**src/rtl/tl_pkg.sv**
```systemverilog
`default_nettype none
// ============================================================================
// Module      : tl_pkg
// Description : Shared light encodings and phase type for the traffic lights.
// Revision    : 1.0 - initial release
// ============================================================================
package tl_pkg;

    localparam logic [1:0] L_GREEN  = 2'b00;
    localparam logic [1:0] L_YELLOW = 2'b01;
    localparam logic [1:0] L_RED    = 2'b10;

    typedef enum logic [1:0] {
        PH_GREEN  = 2'd0,
        PH_YELLOW = 2'd1,
        PH_ALLRED = 2'd2
    } phase_t;

endpackage
`default_nettype wire

```
**src/rtl/rr_next_sel.sv**
```systemverilog
`default_nettype none
// ============================================================================
// Module      : rr_next_sel
// Description : Combinational round-robin search for the next requesting
//               approach, starting after cur_idx and excluding it.
// Revision    : 1.0 - initial release
// ============================================================================
module rr_next_sel #(
    parameter int NUM_DIR = 2
) (
    input  logic [NUM_DIR-1:0] req,
    input  logic [2:0]         cur_idx,
    output logic [2:0]         next_idx,
    output logic               any_req
);

    logic [7:0] w_req_ext;
    logic [2:0] w_cand;

    assign w_req_ext = 8'(req);

    // Walk offsets from farthest to nearest so the nearest hit wins last.
    always_comb begin
        next_idx = 3'd0;
        any_req  = 1'b0;
        w_cand   = 3'd0;
        for (int k = NUM_DIR - 1; k >= 1; k--) begin
            w_cand = 3'((int'(cur_idx) + k) % NUM_DIR);
            if (w_req_ext[w_cand]) begin
                next_idx = w_cand;
                any_req  = 1'b1;
            end
        end
    end

endmodule
`default_nettype wire

```
**src/rtl/tl_multi_cntr.sv**
```systemverilog
`default_nettype none
// ============================================================================
// Module      : tl_multi_cntr
// Description : Round-robin N-approach traffic light controller with timed
//               GREEN / YELLOW / ALL-RED phases and a countdown output.
// Revision    : 1.0 - initial release
// ============================================================================
module tl_multi_cntr
    import tl_pkg::*;
#(
    parameter int NUM_DIR    = 2,
    parameter int CNT_W      = 8,
    parameter int MIN_GREEN  = 10,
    parameter int MAX_GREEN  = 30,
    parameter int YELLOW_CYC = 5,
    parameter int ALLRED_CYC = 2
) (
    input  logic                 CLK,
    input  logic                 Reset,
    input  logic [NUM_DIR-1:0]   Tsense,
    output logic [2*NUM_DIR-1:0] Light,
    output logic [2:0]           Active_idx,
    output logic [1:0]           Phase,
    output logic [CNT_W-1:0]     Remain
);

    localparam longint C_CNT_LIMIT = (longint'(1) << CNT_W) - 1;

    if (NUM_DIR < 2 || NUM_DIR > 8) begin : g_bad_num_dir
        $error("tl_multi_cntr: NUM_DIR must be in 2..8");
    end
    if (longint'(MAX_GREEN) - 1 > C_CNT_LIMIT) begin : g_bad_max_green
        $error("tl_multi_cntr: MAX_GREEN-1 does not fit in CNT_W");
    end
    if (longint'(YELLOW_CYC) - 1 > C_CNT_LIMIT) begin : g_bad_yellow
        $error("tl_multi_cntr: YELLOW_CYC-1 does not fit in CNT_W");
    end
    if (ALLRED_CYC > 0 && longint'(ALLRED_CYC) - 1 > C_CNT_LIMIT) begin : g_bad_allred
        $error("tl_multi_cntr: ALLRED_CYC-1 does not fit in CNT_W");
    end

    localparam logic [CNT_W-1:0]     C_MIN_M1    = CNT_W'(MIN_GREEN - 1);
    localparam logic [CNT_W-1:0]     C_MAX_M1    = CNT_W'(MAX_GREEN - 1);
    localparam logic [CNT_W-1:0]     C_YEL_M1    = CNT_W'(YELLOW_CYC - 1);
    localparam logic [CNT_W-1:0]     C_AR_M1     = CNT_W'(ALLRED_CYC - 1);
    localparam bit                   C_SKIP_AR   = (ALLRED_CYC == 0);
    localparam logic [2*NUM_DIR-1:0] C_LIGHT_RST = {{(NUM_DIR-1){L_RED}}, L_GREEN};

    phase_t           r_phase;
    logic [CNT_W-1:0] r_cnt;
    logic [2:0]       r_active;
    logic [2:0]       r_next;

    phase_t           w_phase_nxt;
    logic [CNT_W-1:0] w_cnt_nxt;
    logic [2:0]       w_active_nxt;
    logic [2:0]       w_next_nxt;

    logic [2*NUM_DIR-1:0] w_light_nxt;
    logic [CNT_W-1:0]     w_remain_nxt;

    logic [7:0] w_ts_ext;
    logic [2:0] w_rr_idx;
    logic       w_other_req;
    logic       w_own_req;
    logic       w_green_exit;

    rr_next_sel #(
        .NUM_DIR (NUM_DIR)
    ) u_rr_next_sel (
        .req      (Tsense),
        .cur_idx  (r_active),
        .next_idx (w_rr_idx),
        .any_req  (w_other_req)
    );

    assign w_ts_ext  = 8'(Tsense);
    assign w_own_req = w_ts_ext[r_active];

    // Early release needs the owner to have gone idle; the max limit does not.
    assign w_green_exit = w_other_req &&
                          (((r_cnt >= C_MIN_M1) && !w_own_req) || (r_cnt >= C_MAX_M1));

    always_ff @(posedge CLK) begin
        if (Reset) begin
            r_phase  <= PH_GREEN;
            r_cnt    <= '0;
            r_active <= 3'd0;
            r_next   <= 3'd0;
        end else begin
            r_phase  <= w_phase_nxt;
            r_cnt    <= w_cnt_nxt;
            r_active <= w_active_nxt;
            r_next   <= w_next_nxt;
        end
    end

    always_comb begin
        w_phase_nxt  = r_phase;
        w_cnt_nxt    = r_cnt;
        w_active_nxt = r_active;
        w_next_nxt   = r_next;
        case (r_phase)
            PH_GREEN: begin
                if (w_green_exit) begin
                    w_phase_nxt = PH_YELLOW;
                    w_cnt_nxt   = '0;
                    w_next_nxt  = w_rr_idx;
                end else if (r_cnt != C_MAX_M1) begin
                    w_cnt_nxt = r_cnt + CNT_W'(1);
                end
            end
            PH_YELLOW: begin
                if (r_cnt == C_YEL_M1) begin
                    w_cnt_nxt = '0;
                    if (C_SKIP_AR) begin
                        w_phase_nxt  = PH_GREEN;
                        w_active_nxt = r_next;
                    end else begin
                        w_phase_nxt = PH_ALLRED;
                    end
                end else begin
                    w_cnt_nxt = r_cnt + CNT_W'(1);
                end
            end
            PH_ALLRED: begin
                if (r_cnt == C_AR_M1) begin
                    w_phase_nxt  = PH_GREEN;
                    w_cnt_nxt    = '0;
                    w_active_nxt = r_next;
                end else begin
                    w_cnt_nxt = r_cnt + CNT_W'(1);
                end
            end
            default: begin
                w_phase_nxt = PH_GREEN;
                w_cnt_nxt   = '0;
            end
        endcase
    end

    // Outputs are decoded from the next state so the registers line up with it.
    always_comb begin
        w_light_nxt = {NUM_DIR{L_RED}};
        for (int i = 0; i < NUM_DIR; i++) begin
            if (3'(i) == w_active_nxt) begin
                if (w_phase_nxt == PH_GREEN) begin
                    w_light_nxt[2*i +: 2] = L_GREEN;
                end else if (w_phase_nxt == PH_YELLOW) begin
                    w_light_nxt[2*i +: 2] = L_YELLOW;
                end
            end
        end
        case (w_phase_nxt)
            PH_GREEN:  w_remain_nxt = (w_cnt_nxt >= C_MAX_M1) ? '0 : (C_MAX_M1 - w_cnt_nxt);
            PH_YELLOW: w_remain_nxt = C_YEL_M1 - w_cnt_nxt;
            PH_ALLRED: w_remain_nxt = C_AR_M1 - w_cnt_nxt;
            default:   w_remain_nxt = '0;
        endcase
    end

    always_ff @(posedge CLK) begin
        if (Reset) begin
            Light      <= C_LIGHT_RST;
            Active_idx <= 3'd0;
            Phase      <= PH_GREEN;
            Remain     <= C_MAX_M1;
        end else begin
            Light      <= w_light_nxt;
            Active_idx <= w_active_nxt;
            Phase      <= w_phase_nxt;
            Remain     <= w_remain_nxt;
        end
    end

endmodule
`default_nettype wire

```
**config.mk**
```make
export PLATFORM = sky130hd
export DESIGN_NAME = tl_multi_cntr
export DESIGN_NICKNAME = d
export VERILOG_FILES = /design/src/rtl/tl_pkg.sv /design/src/rtl/rr_next_sel.sv /design/src/rtl/tl_multi_cntr.sv
export SDC_FILE = /design/constraint.sdc
export NUM_CORES = 1
export LEC_CHECK = 0
export BUFFER_PORTS_ARGS = -buffer_cell sky130_fd_sc_hd__buf_2
export CAP_MARGIN = 20
export CORE_MARGIN = 5
export CORE_UTILIZATION = 40
export CTS_BUF_LIST = sky130_fd_sc_hd__clkbuf_16
export DETAILED_ROUTE_END_ITERATION = 8
export GPL_ROUTABILITY_DRIVEN = 0
export PLACE_DENSITY = 0.55
export SYNTH_ARGS = -nofsm -noshare
export SYNTH_HDL_FRONTEND = slang
export SYNTH_SLANG_ARGS = --single-unit
```
**constraint.sdc**
```tcl
create_clock -name CLK -period 4 [get_ports CLK]
set_input_delay 0 -clock CLK [delete_from_list [all_inputs] [get_ports CLK]]
set_output_delay 0 -clock CLK [all_outputs]
set_load 0.005 [all_outputs]
```
## Word-level counts from Yosys, hierarchy flattened

Index checks and enable logic that the tools add are counted.

| word-level totals | value |
|---|---|
| bits in registers | 28 |
| input bits | 4 |
| output and inout port bits | 17 |
| logic and storage cells | 61 |

| cells by class | value |
|---|---|
| add/subtract/negate cells | 5 |
| order comparisons | 5 |
| equality and inequality tests | 8 |
| mux-type cells | 22 |
| bitwise operators | 3 |
| reduce and logical (&&, ||, !) cells | 10 |

Operators by type and width:

| kind | number |
|---|---|
| $pmux W8 S3 | 2 |
| $mux W8 | 5 |
| $ge A8 B5 Y1 const B | 2 |
| $mux W2 | 6 |
| $mux W3 | 3 |
| $add A8 B1 Y8 const B | 1 |
| $eq A8 B1 Y1 const B | 1 |
| $eq A8 B3 Y1 const B | 1 |
| $ge A8 B4 Y1 const B | 1 |
| $lt A3 B4 Y1 const B | 2 |
| $ne A8 B5 Y1 const B | 1 |
| $sub A1 B8 Y8 const A | 1 |
| $sub A3 B8 Y8 const A | 1 |
| $sub A5 B8 Y8 const A | 1 |
| $pmux W2 S3 | 1 |
| $eq A2 B1 Y1 const B | 2 |
| $eq A2 B2 Y1 const B | 2 |
| $logic_not A2 Y1 | 2 |
| $reduce_or A2 Y1 | 2 |
| $bmux W1 S3 | 1 |
| $eq A1 B3 Y1 const A | 1 |
| $logic_not A3 Y1 | 1 |
| $mux W1 | 3 |
| $bmux W1 S2 | 1 |
| other kinds (7) | 9 |

## Logic depth before layout (Yosys ltp)

| logic depth | value |
|---|---|
| depth after elaboration | 12 |
| mapped depth | 15 |

## By module

Synthesis repeated with hierarchy kept, for this count alone.

| unflattened totals | value |
|---|---|
| cells, all modules | 215 |
| area, all modules | 1971.9 um^2 |

By module, submodules not included:

| module | instances | cells an instance | area each (um^2) | sequential area each (um^2) |
|---|---|---|---|---|
| tl_multi_cntr | 1 | 210 | 1929.4 | 560.5 |
| rr_next_sel | 1 | 5 | 42.5 | 0.0 |

## Worst setup path after synthesis

No wires, ideal clock.

| timing | value |
|---|---|
| path type | register -> register |
| from | register r_cnt[0] |
| to | register Remain[7] |
| arrival | 2926 ps |
| data required time | 3884 ps |
| setup slack | 958 ps |
| stages on the path, launching flop included | 15 |
| path buffers | 1 |
| cells stage by stage | dfxtp_1 -> inv_1 -> ha_1 -> and2b_2 -> a221oi_4 -> a2bb2oi_2 -> buf_6 -> a2bb2oi_4 -> inv_4 -> ha_1 -> a21oi_1 -> a221oi_1 -> a21oi_1 -> o21ai_0 -> a31o_2 |

| between the ends | value |
|---|---|
| word-level cells in the longest chain between the ends | 9 |
| elaborated cells between the ends (all ways) | 27 |
| those cells by class | add/sub: 4; order compare: 3; eq/ne: 5; mux: 11; reduce/logical: 4 |

Ends and longest elaborated chain:

| what | RTL line | RTL |
|---|---|---|
| start: declaration | tl_multi_cntr.sv:50 | `logic [CNT_W-1:0] r_cnt;` |
| start signal: assignment | tl_multi_cntr.sv:92 | `r_cnt <= w_cnt_nxt;` |
| $ge A8 B4 Y1 | tl_multi_cntr.sv:82 | `(((r_cnt >= C_MIN_M1) && !w_own_req) \|\| (r_cnt >= C_MAX_M1));` |
| $logic_and A1 B1 Y1 | tl_multi_cntr.sv:82 |  |
| $logic_or A1 B1 Y1 | tl_multi_cntr.sv:82 |  |
| $logic_and A1 B1 Y1 | tl_multi_cntr.sv:81 | `assign w_green_exit = w_other_req &&` |
| $mux W8 | tl_multi_cntr.sv:105 | `if (w_green_exit) begin` |
| $pmux W8 S3 (*) | tl_multi_cntr.sv:103 | `case (r_phase)` |
| net w_cnt_nxt[2] | tl_multi_cntr.sv:55 | `logic [CNT_W-1:0] w_cnt_nxt;` |
| $sub A5 B8 Y8 or $ge A8 B5 Y1 (tied branches) | tl_multi_cntr.sv:155 | `PH_GREEN: w_remain_nxt = (w_cnt_nxt >= C_MAX_M1) ? '0 : (C_MAX_M1 - w_cnt_nxt);` |
| $mux W8 | tl_multi_cntr.sv:155 |  |
| $pmux W8 S3 (*) | tl_multi_cntr.sv:154 | `case (w_phase_nxt)` |
| end signal: assignment | tl_multi_cntr.sv:172 | `Remain <= w_remain_nxt;` |
| end: declaration | tl_multi_cntr.sv:24 | `output logic [CNT_W-1:0] Remain` |

Mark *: on every way through the listed nets, which the timed path passes. The rest lies on a longest branch.
A chain may end at the register's enable or synchronous reset.

## Worst setup path in the final report

| timing | value |
|---|---|
| from | register r_cnt[1] |
| to | register Remain[7] |

| between the ends | value |
|---|---|
| word-level cells in the longest chain between the ends | 9 |
| elaborated cells between the ends (all ways) | 27 |
| those cells by class | add/sub: 4; order compare: 3; eq/ne: 5; mux: 11; reduce/logical: 4 |

Ends and longest elaborated chain:

| what | RTL line |
|---|---|
| $ge A8 B4 Y1 | tl_multi_cntr.sv:82 |
| $logic_and A1 B1 Y1 | tl_multi_cntr.sv:82 |
| $logic_or A1 B1 Y1 | tl_multi_cntr.sv:82 |
| $logic_and A1 B1 Y1 | tl_multi_cntr.sv:81 |
| $mux W8 | tl_multi_cntr.sv:105 |
| $pmux W8 S3 | tl_multi_cntr.sv:103 |
| $sub A5 B8 Y8 or $ge A8 B5 Y1 (tied branches) | tl_multi_cntr.sv:155 |
| $mux W8 | tl_multi_cntr.sv:155 |
| $pmux W8 S3 (*) | tl_multi_cntr.sv:154 |

Every way passes the cells marked *; elsewhere a longest branch is shown, timed or not.

==> out/metrics.csv <==
metric,value,unit
Top delay family on crit path,compound AO/OA/AOI/OAI gates,
final period utilization,88.6,%
Pre-antenna DRT Iters,4,
Most Crowded Layer GR,met2,
via count,1656,
Post-DP HPWL,3.63,mm
nature of the critical path endpoint,flop,
grt ovf,0,
met3 usage in global routing,3.09,%
status,"complete, no violations",
Row Count,24,
Die Y,78.1,um
synth-to-layout area growth,9.12,%
number of global-route vias before repair,1550,
die area,6090,um2
setup bufs post-CTS,0,
Root Driver,clkbuf_16,
CTS sink cnt,26,
Synth Warn #,0,
Filler cells,456,
"slowest stage delay, CP",0.35,ns
Final #Nets,248,
Worst Hold Class,in -> reg,
critical path's slowest cell,dfxtp_1,
setup TNS,0,ns
Starting Density,42.0,%
Placed Cells,283,
Synth cell types,64,
post-layout util,45.8,%
H-tree level count,1,
CTS max path bufs,2,
via/cell ratio,5.77,
Max-slew headroom,53.0,%
worst-case clock skew,0.00131,ns
DR iter-0 viols,81,
initial antenna violation count,0,
final cell count without fillers,287,
count of state elements after synthesis,26,
Synth Net Count,233,
Post-synth top flop,dfxtp_1,
Fin. Hold Viols,0,
I/O pins,21,
Critical Path RT,4.16,ns
setup violators final,0,
Worst R2R Setup Slack,0.46,ns
Period minus WS final,3.54,ns
Leak,0.805,nW
Total Routed Length,4.65,mm
proportion of layout cells with a drive suffix above 1,20.9,%
Final WS setup,0.458,ns
RSZ-0062 raised after global routing,false,
Startpoint Class,flop,
CORE AREA,4410,um2
critical setup path kind,reg -> reg,
WHS,0.0494,ns
Slew Limit Fails,0,
CTS tree,built,
drt drc,0,
met1 Resource Use GR,21.3,%
Worst VDD drop,0.246,mV
Max-Cap Viols,0,
per-cell routed wire length,16.2,um
Die X,78.1,um
f_max,282,MHz
power per cell area,293,nW/um2
crit-path max FO,11,
GRT Total Usage,15.7,%
CP Buf/Inv Count,1,
later-pin clock latency in the skew report,0.26,ns
cell chain of the critical path,inv_1 > ha_1 > and2b_2 > a221oi_4 > a2bb2oi_4 > o21ai_2 > a21oi_4 > ha_1 > nand2_1 > o21ai_0 > nand2_1 > o211ai_2 > a311oi_1 > a31o_2,
first-pass GRT wire length,7.94,mm
largest net degree at the start of global routing,19,
number of enable flip-flop cells after synthesis,0,
Post-Synthesis Cell Area,1850,um2
Mapped Avg Cell Area,8.38,um2
hold_buf cts,0,
"Reg clk slew, reported paths",0.07,ns
cts bufs inserted,3,
"Seq/Total Area, Yosys",28.1,%
Ant. Diodes,0,
dpl ws,0.226,ns
gate count after technology mapping,221,
Antenna Violating Nets Remaining,0,
Post-synth ARST share,0,%
Port Buffers,20,
"Arr. time, crit path",3.70,ns
GR Util met2,26.6,%
Slew @ Worst Pin,0.697,ns
cells in the mapped netlist, types with 2 or more instances:
master / instances / area (um2)
nand2_1: 17 / 63.8
and2_1: 3 / 18.8
nor2_1: 22 / 82.6
clkbuf_4: 2 / 15.0
or2_2: 2 / 12.5
or3_1: 2 / 12.5
clkbuf_1: 2 / 7.51
o2bb2ai_1: 2 / 17.5
a31oi_1: 4 / 25.0
ha_1: 8 / 100
nand4_1: 3 / 18.8
dfxtp_1: 26 / 521
o21ai_0: 11 / 55.1
xnor2_1: 7 / 61.3
o22ai_1: 2 / 12.5
o221ai_1: 2 / 17.5
nand3_1: 11 / 55.1
buf_2: 2 / 10.0
a21oi_1: 13 / 65.1
a32oi_1: 2 / 17.5
xor2_1: 4 / 35.0
nand4b_1: 2 / 17.5
buf_6: 5 / 56.3
o31ai_1: 3 / 22.5
o211ai_1: 4 / 30.0
nor3_1: 5 / 25.0
nor2b_1: 2 / 12.5
a31o_2: 3 / 26.3
and3_1: 5 / 31.3
inv_1: 11 / 41.3
worst min-delay path: stages:
cell	delay, ns
buf_2	0.12
nand4b_1	0.08
a21oi_1	0.06
per-layer routing:
layer / vias up / wire, um
met5: - / 0
met4: 0 / 22
met3: 4 / 271
met2: 44 / 2220
met1: 777 / 2130
li1: 831 / -
metrics by stage:
step	instance area [um2]	total power, W
2_1_floorplan	1850	0.000352
3_3_place_gp	1930	0.000374
3_5_place_dp	1930	0.000373
4_1_cts	2010	0.000598
5_1_grt	2020	0.000624
6_report	2020	0.000593
final cells by class:
class / instances / area (um2) / share of cell area [%]
clock buffer: 3 / 75.1 / 3.71
clock inverter: 1 / 3.75 / 0.186
inverter: 12 / 47.5 / 2.35
multi-input combinational: 171 / 1190 / 59.0
sequential: 26 / 522 / 25.8
tap: 52 / 65.1 / 3.22
timing repair buffer: 22 / 115 / 5.69
logic make-up (layout without fill, tap and decap cells):
kind of cell / after synthesis / after routing / synth area share, %
AOI/OAI and AO/OA: 67 / 67 / 28.4
xor gates and xnor gates: 11 / 11 / 5.20
adders and majority gates: 8 / 8 / 5.40
and+or+nand+nor: 82 / 82 / 22.8
muxes: 3 / 3 / 1.96
DFF: 26 / 26 / 28.1
buffers and inverters: 24 / 38 / 8.10
cell usage in the layout, fill, tap and decap left out, types with 4 or more instances in the layout:
cell type	netlist	routed
dfxtp_1	26	25
a21oi_1	13	13
and3_1	5	5
xnor2_1	7	7
buf_2	2	20
nand2_1	17	17
ha_1	8	8
nor3_1	5	5
nor2_1	22	22
xor2_1	4	4
nand3_1	11	11
a31oi_1	4	4
inv_1	11	11
o21ai_0	11	11
o211ai_1	4	4
sequential cells by signal (all words and copies together), names as in the netlist:
name / count
Phase: 2
Light: 4
r_cnt: 8
Active_idx: 3
r_next: 1
Remain: 8
worst paths after layout:
kind                       from       endpoint  cells after the start
setup / recovery       r_cnt[1]      Remain[7]                     14
hold / removal        Tsense[1]      r_next[0]                      3
setup reg to reg       r_cnt[1]      Remain[7]                     14
hold reg to reg   Active_idx[1]  Active_idx[1]                      1
what timing repair did:
| action | 4_1_cts | 5_1_grt |
|---|---|---|
| endpoints found under the hold margin | 0 | 0 |
| gates resized for setup | 0 | 2 |
| endpoints found under the setup margin | 0 | 6 |
where the power goes:
group	internal, W	switching, W	leakage [nW]	total, W
clock	0.000134	0.0000915	0.0385	0.000225
combinational	0.0000391	0.0000561	0.555	0.0000952
sequential	0.000266	0.00000647	0.211	0.000272
Note: power is estimated with default switching activity, not from simulation.
